--- src/rtl/mod_seq_pkg.sv ---
// Shared types and defaults for the modulation-mode sequencer.
// Mode encodings match the modulator / Nios mode PIO register values.
package mod_seq_pkg;

    localparam int DEFAULT_NUM_MODES = 4;
    localparam int DEFAULT_DWELL_S   = 2;
    localparam int DWELL_CNT_W       = 8;

    typedef enum logic [1:0] {
        MOD_ASK  = 2'd0,
        MOD_FSK  = 2'd1,
        MOD_PSK  = 2'd2,
        MOD_QPSK = 2'd3
    } mode_e;

    typedef enum logic [1:0] {
        IDLE    = 2'd0,
        PRESENT = 2'd1,
        DWELL   = 2'd2
    } seq_state_e;

    // Modulo-increment of a mode index; the last mode wraps back to the first.
    function automatic int next_mode_idx(input int cur, input int num_modes);
        return (cur >= num_modes - 1) ? 0 : cur + 1;
    endfunction

endpackage

--- src/rtl/mod_mode_sequencer_rise_edge_det.sv ---
// Rising-edge detector for a slow level generated in the clk_50 domain.
// Emits a one-cycle registered pulse the cycle after the level is first seen high.
module rise_edge_det (
    input  logic clk_50,
    input  logic reset_n,
    input  logic d,
    output logic pulse
);

    logic d_q;

    always_ff @(posedge clk_50) begin
        if (!reset_n) begin
            d_q   <= 1'b0;
            pulse <= 1'b0;
        end else begin
            d_q   <= d;
            pulse <= d & ~d_q;
        end
    end

endmodule

--- src/rtl/mod_mode_sequencer.sv ---
// Steps the modulation mode on a fixed number of 1 Hz ticks and offers each
// new mode to the modulator over a valid/ready handshake.
//
//   state   | meaning
//   --------+---------------------------------------------------------------
//   IDLE    | sequencing disabled, nothing offered, mode_sel retained
//   PRESENT | mode_sel offered (mode_valid=1), waiting for mode_ready
//   DWELL   | mode accepted, counting ticks until the next mode is due
module mod_mode_sequencer
    import mod_seq_pkg::*;
#(
    parameter  int NUM_MODES = DEFAULT_NUM_MODES,
    parameter  int DWELL_S   = DEFAULT_DWELL_S,
    localparam int MODE_W    = $clog2(NUM_MODES)
) (
    input  logic              clk_50,
    input  logic              reset_n,
    input  logic              clk_1hz,
    input  logic              enable,
    input  logic              hold,
    input  logic              mode_ready,
    input  logic              overrun_clr,
    output logic [MODE_W-1:0] mode_sel,
    output logic              mode_valid,
    output logic              tick_1hz,
    output logic [7:0]        dwell_cnt,
    output logic              overrun
);

    localparam logic [DWELL_CNT_W-1:0] DWELL_LAST = DWELL_CNT_W'(DWELL_S - 1);

    seq_state_e              state_q, state_d;
    logic [MODE_W-1:0]       mode_q, mode_d, mode_inc;
    logic [DWELL_CNT_W-1:0]  dwell_q, dwell_d;
    logic                    overrun_q, overrun_d;
    logic                    overrun_set;

    rise_edge_det u_tick_det (
        .clk_50  (clk_50),
        .reset_n (reset_n),
        .d       (clk_1hz),
        .pulse   (tick_1hz)
    );

    assign mode_inc = MODE_W'(next_mode_idx(32'(mode_q), NUM_MODES));

    always_ff @(posedge clk_50) begin
        if (!reset_n) begin
            state_q   <= IDLE;
            mode_q    <= '0;
            dwell_q   <= '0;
            overrun_q <= 1'b0;
        end else begin
            state_q   <= state_d;
            mode_q    <= mode_d;
            dwell_q   <= dwell_d;
            overrun_q <= overrun_d;
        end
    end

    // Dropping enable wins over anything else that cycle, including a tick
    // that would otherwise flag an overrun or a ready completing a handshake.
    always_comb begin
        state_d     = state_q;
        mode_d      = mode_q;
        dwell_d     = dwell_q;
        overrun_set = 1'b0;

        if (!enable) begin
            state_d = IDLE;
            dwell_d = '0;
        end else begin
            case (state_q)
                IDLE: begin
                    state_d = PRESENT;
                end
                PRESENT: begin
                    overrun_set = tick_1hz;
                    if (mode_ready) begin
                        state_d = DWELL;
                        dwell_d = '0;
                    end
                end
                DWELL: begin
                    if (tick_1hz && !hold) begin
                        if (dwell_q == DWELL_LAST) begin
                            state_d = PRESENT;
                            mode_d  = mode_inc;
                            dwell_d = '0;
                        end else begin
                            dwell_d = dwell_q + 1'b1;
                        end
                    end
                end
                default: begin
                    state_d = IDLE;
                    dwell_d = '0;
                end
            endcase
        end

        overrun_d = overrun_set | (overrun_q & ~overrun_clr);
    end

    assign mode_sel   = mode_q;
    assign mode_valid = (state_q == PRESENT);
    assign dwell_cnt  = dwell_q;
    assign overrun    = overrun_q;

endmodule

--- config.mk ---
export PLATFORM = sky130hd
export DESIGN_NAME = mod_mode_sequencer
export DESIGN_NICKNAME = d
export VERILOG_FILES = /design/src/rtl/mod_seq_pkg.sv /design/src/rtl/mod_mode_sequencer_rise_edge_det.sv /design/src/rtl/mod_mode_sequencer.sv
export SDC_FILE = /design/constraint.sdc
export NUM_CORES = 1
export LEC_CHECK = 0
export CORE_MARGIN = 1
export CORE_UTILIZATION = 35
export DETAILED_ROUTE_END_ITERATION = 7
export GPL_TIMING_DRIVEN = 0
export SETUP_SLACK_MARGIN = 0.4
export SLEW_MARGIN = 40
export SYNTH_ARGS = -nofsm -noshare
export SYNTH_HDL_FRONTEND = slang
export SYNTH_SLANG_ARGS = --single-unit
export TNS_END_PERCENT = 20
--- constraint.sdc ---
create_clock -name clk_50 -period 2.23 [get_ports clk_50]
set_clock_uncertainty 0.15 [all_clocks]
set_input_delay 0.446 -clock clk_50 [delete_from_list [all_inputs] [get_ports clk_50]]
set_output_delay 0.446 -clock clk_50 [all_outputs]
set_load 0.01 [all_outputs]
Word level (Yosys, flattened, before mapping). Index checks and enable logic that the tools add are counted.

Flip-flop bits (word level): 15. Bits in latches: 0. Bits in writable memories: 0. ROM bits: 0. Bits of input ports: 7. Output and inout bits: 13. Word-level logic and storage cells: 39. Memories: 0.

Add/sub/neg operators: 2. $mul: 0. Div/mod/pow operators: 0. Order comparisons: 1. Equality and inequality tests: 6. Shift-type cells: 0. Mux-type cells: 11. Bitwise gates (word level): 6. Reductions and logical operators: 7.

Operators with widths (count): two-way mux 8 bit (3); case mux 8 bit (3 select lines) (1); adder 8 x 1 -> 8 bit, second input constant (1); equality test 8 x 1 -> 1 bit, second input constant (1); two-way mux 2 bit (4); != test 2 bit, second input constant (3); case mux 2 bit (3 select lines) (1); AND reduction 3 bit (2); AND reduction 4 bit (1); NOT 1 bit (3); adder 2 x 1 -> 2 bit, second input constant (1); bitwise AND 1 bit (2); equality test 2 x 1 -> 1 bit, second input constant (1); equality test 2 bit, second input constant (1); greater-or-equal comparator 2 bit, second input constant (1); logical NOT 2 bit (1); two-way mux 1 bit (2); AND reduction 2 bit (1); logical AND 1 bit (1); logical NOT 1 bit (1); bitwise OR 1 bit (1).

Longest topological paths before layout.
Depth after elaboration: 4. Mapped depth: 6. Gate-level depth less buffers: 6.

By module. Synthesis repeated with hierarchy kept, for this count alone.

Cell total of the unflattened synthesis: 78. Area total of the unflattened synthesis: 732.0 µm².

Modules (own cells, without submodules): mod_mode_sequencer (times used 1, cells each 74, area each 676.9 µm², sequential area each 260.2 µm²); rise_edge_det (times used 1, cells each 4, area each 55.1 µm², sequential area each 40.0 µm²).

Worst setup path before layout. Ideal clock, no wire load.

Path type: register to register. From: register dwell_q[0] (netlist: dwell_cnt[0]). To: register dwell_q[1] (netlist: dwell_cnt[1]). Setup time: 0.142 ns. Arrival: 1.443 ns. Data required time: 1.938 ns. Setup slack: 0.496 ns. Stages on the path, launching flop included: 6. Path buffers: 0. Period minus slack after synthesis: 1.734 ns. Path through: dfxtp_1 -> ha_1 -> nor4b_1 -> a21boi_0 -> o21bai_1 -> a211oi_1.

Longest elaborated chain between the ends: 4. Elaborated cells on any way between the ends: 5. Those cells by class: add/sub: 1; eq/ne: 1; mux: 3.

Ends and longest elaborated chain: start: declaration (RTL line mod_mode_sequencer.sv:34) `logic [DWELL_CNT_W-1:0] dwell_q, dwell_d;`; start signal: assignment (RTL line mod_mode_sequencer.sv:56) `dwell_q <= dwell_d;`; adder 8 x 1 -> 8 bit / equality test 8 x 1 -> 1 bit (equally long branches) (RTL line mod_mode_sequencer.sv:91, mod_mode_sequencer.sv:86); two-way mux 8 bit (*) (RTL line mod_mode_sequencer.sv:86) `if (dwell_q == DWELL_LAST) begin`; two-way mux 8 bit (*) (RTL line mod_mode_sequencer.sv:85) `if (tick_1hz && !hold) begin`; case mux 8 bit (3 select lines) (*) (RTL line mod_mode_sequencer.sv:73) `case (state_q)`.

Mark *: on every way between the ends. The rest lies on a longest branch, timed or not. The select of a mux whose other input is x is not followed. A chain may end at the register's enable or synchronous reset.

Worst setup path in the final report.
From: input mode_ready. To: register dwell_q[7] (netlist: dwell_cnt[7]).

Longest elaborated chain between the ends: 2.

Ends and longest elaborated chain: start: declaration (RTL line mod_mode_sequencer.sv:21) `input logic mode_ready,`; != test 2 bit (no line); AND reduction 3 bit (no line).

No other way between the ends.

==> impl_metrics.env <==
export IMPL_peakVddDrop_mv=0.311
export IMPL_grt_setup_unrepaired="yes"
export IMPL_clk_latency_ps=280
export IMPL_fmax_mhz=543
export IMPL_ios=20
export IMPL_path_class="input port to register"
export IMPL_hp_class="register to register"
export IMPL_fin_crit_sh=0.826
export IMPL_fin_area_um2=983
export IMPL_die_area_mm2=0.00217
export IMPL_synth_nets=88
export IMPL_die_y_um=46.5
export IMPL_postSynthCellCount=78
export IMPL_drv_cap=0
export IMPL_p_leak_nw=0.380
export IMPL_yosysTopAreaCellShare=0.432
export IMPL_antenna_found_initial=0
export IMPL_finalHoldViolCount=0
export IMPL_area_growth_pct=41.6
export IMPL_cp_required_ps=2300
export IMPL_worst_pin_slew_ps=359
export IMPL_dr_pass1_iters=4
export IMPL_io_buffers=19
export IMPL_power_frac_seq=0.589
export IMPL_cts_root_buf="clkbuf_4"
export IMPL_layout_min_cycle_time_ps=1840
export IMPL_endpoint_kind="register"
export IMPL_core_mm2=0.00180
export IMPL_wl_per_cell_um=11.6
export IMPL_totalWireLength_mm=1.48
export IMPL_cts_buffers=3
export IMPL_post_dp_hpwl_mm=1.06
export IMPL_p_sw_uw=104
export IMPL_routed_via_density=4.83
export IMPL_grtUsageTotal=0.160
export IMPL_status="complete, no violations"
export IMPL_clk_pin_slew_worst_paths_ps=90
export IMPL_p_per_area_mw_per_mm2=475
export IMPL_std_cell_rows=15
export IMPL_fillers=175
export IMPL_final_cells=127
export IMPL_combPwrFrac=0.086
export IMPL_slew_viol_final=0
export IMPL_synth_distinct_cells=26
export IMPL_grt_remaining_overflow=0
export IMPL_synth_flop_cell="dfxtp_1"
export IMPL_die_w_um=46.5
export IMPL_netlist_top_cells_area="dfxtp_1, xnor2_1, ha_1"
export IMPL_setup_viol=0
export IMPL_yosys_cell_count_top_type="dfxtp_1"
export IMPL_num_antenna_cells=0
export IMPL_synth_seq_cells=15
export IMPL_drtIter0Drc=14
export IMPL_syn_area_per_cell_um2=8.90
export IMPL_cts_sinks=15
export IMPL_ys_seq_area_frac=0.432
export IMPL_grt_max_degree=9
export IMPL_layout_drive_gt1_share=0.157
export IMPL_layout_nets=113
export IMPL_grt_pass1_wl_mm=2.34
export IMPL_cts_tree="built"
export IMPL_synthTopCellsByCount="dfxtp_1, nor2_1, nand2_1"
export IMPL_power_uw=467
export IMPL_power_frac_clock=0.325
export IMPL_vias=613
export IMPL_initial_utilization=0.385
export IMPL_p_int_uw=363
export IMPL_gp_congestion=0.736
export IMPL_drc=0
export IMPL_antenna_left=0
export IMPL_cts_max_level=1
export IMPL_path_max_fanout=8
export IMPL_critPathLaunchType="input port"
export IMPL_syn_cell_area_um2=694
export IMPL_relSlewSlack=0.760
export IMPL_arrival_ps=1910
export IMPL_synth_top_area_cell="dfxtp_1"
export IMPL_first_global_vias=525
export IMPL_ys_async_sr_fraction=0
export IMPL_dp_cells=122
export IMPL_ys_warnings_count=0
export IMPL_synth_edf_count=0
export IMPL_placed_area_um2=916
export IMPL_sw_frac_of_total=0.223
export IMPL_cts_buffer_depth=2
[per-layer routing]
metal / GRT usage / routed length [um] / vias to the layer above
met3: 0.0706 / 56 / 2
met1: 0.220 / 712 / 284
met4: 0.0529 / 14 / 0
met2: 0.219 / 695 / 8
met5: 0 / 0 / -
li1: - / - / 319
[stage by stage]
step                      worst slack [ps]  setup TNS (ps)   util  hold slack (ps)
after CTS                              265               0  0.528              244
after detailed placement             -70.0            -416  0.508              224
after global placement               -89.1            -641  0.508              222
final                                  387               0  0.546              242
after global routing                   355               0  0.546              261
after floorplan                        496               0      -              217
[placed cells by master (no fill, tap or decap), types with 2 or more instances in the layout]
master / instances
nand3_1: 4
dfxtp_1: 8
nor2b_1: 3
clkdlybuf4s50_1: 15
dlymetal6s2s_1: 3
mux2i_1: 2
inv_1: 4
nand2_1: 7
ha_1: 3
nand4_1: 2
a21oi_1: 4
nor2_1: 9
a21boi_0: 2
a211oi_1: 3
xnor2_1: 6
clkbuf_4: 3
dfxtp_2: 6
[cells by family (layout without fill, tap and decap cells)]
| logic type | count (synthesis) | count (layout) | synth area share |
|---|---|---|---|
| fa+ha+maj | 3 | 3 | 0.0541 |
| flops | 15 | 15 | 0.432 |
| buf+inv | 4 | 28 | 0.0216 |
| mux | 2 | 2 | 0.0288 |
| compound gates | 14 | 14 | 0.135 |
| simple gates | 34 | 34 | 0.252 |
| xor+xnor | 6 | 6 | 0.0757 |
[worst max-delay path: stages]
cell             delay (ps)
clkdlybuf4s50_1         500
o21ai_2                 130
and2_4                  200
or4_1                   490
a21oi_1                 140
[power by group through the flow]
| stage | Clock, mW | Combinational [mW] | Sequential (mW) |
|---|---|---|---|
| 2_1_floorplan | 0 | 0.0167 | 0.282 |
| 3_3_place_gp | 0 | 0.0399 | 0.282 |
| 3_5_place_dp | 0 | 0.0396 | 0.282 |
| 4_1_cts | 0.157 | 0.0400 | 0.276 |
| 5_1_grt | 0.170 | 0.0447 | 0.276 |
| 6_report | 0.152 | 0.0400 | 0.275 |
[final timing paths]
check,endpoint,slack (ps),cells past startpoint,start
setup reg to reg,mode_sel[0],530,5,dwell_cnt[0]
hold / removal,u_tick_det.pulse,240,1,u_tick_det.d_q
setup / recovery,dwell_cnt[7],390,5,mode_ready
hold reg to reg,u_tick_det.pulse,240,1,u_tick_det.d_q
[sequential cells by signal (all words and copies together), names as in the netlist]
register          flops
u_tick_det.d_q        1
state_q               2
dwell_cnt             8
u_tick_det.pulse      1
overrun               1
mode_sel              2
[final cells by class]
class | instances | area [um^2] | area share
Sequential cell | 15 | 312 | 0.317
Tap cell | 25 | 31.3 | 0.0318
Inverter | 4 | 15.0 | 0.0153
Timing Repair Buffer | 20 | 204 | 0.207
Clock buffer | 4 | 26.3 | 0.0267
Multi-Input combinational cell | 59 | 395 | 0.402
[repair_timing]
item                                    in CTS  in global routing
setup buffers                                0                  1
hold buffers                                 0                  0
endpoints found under the setup margin      19                 21
resized for setup                            3                 13
Power figures use the tool's default switching activity.
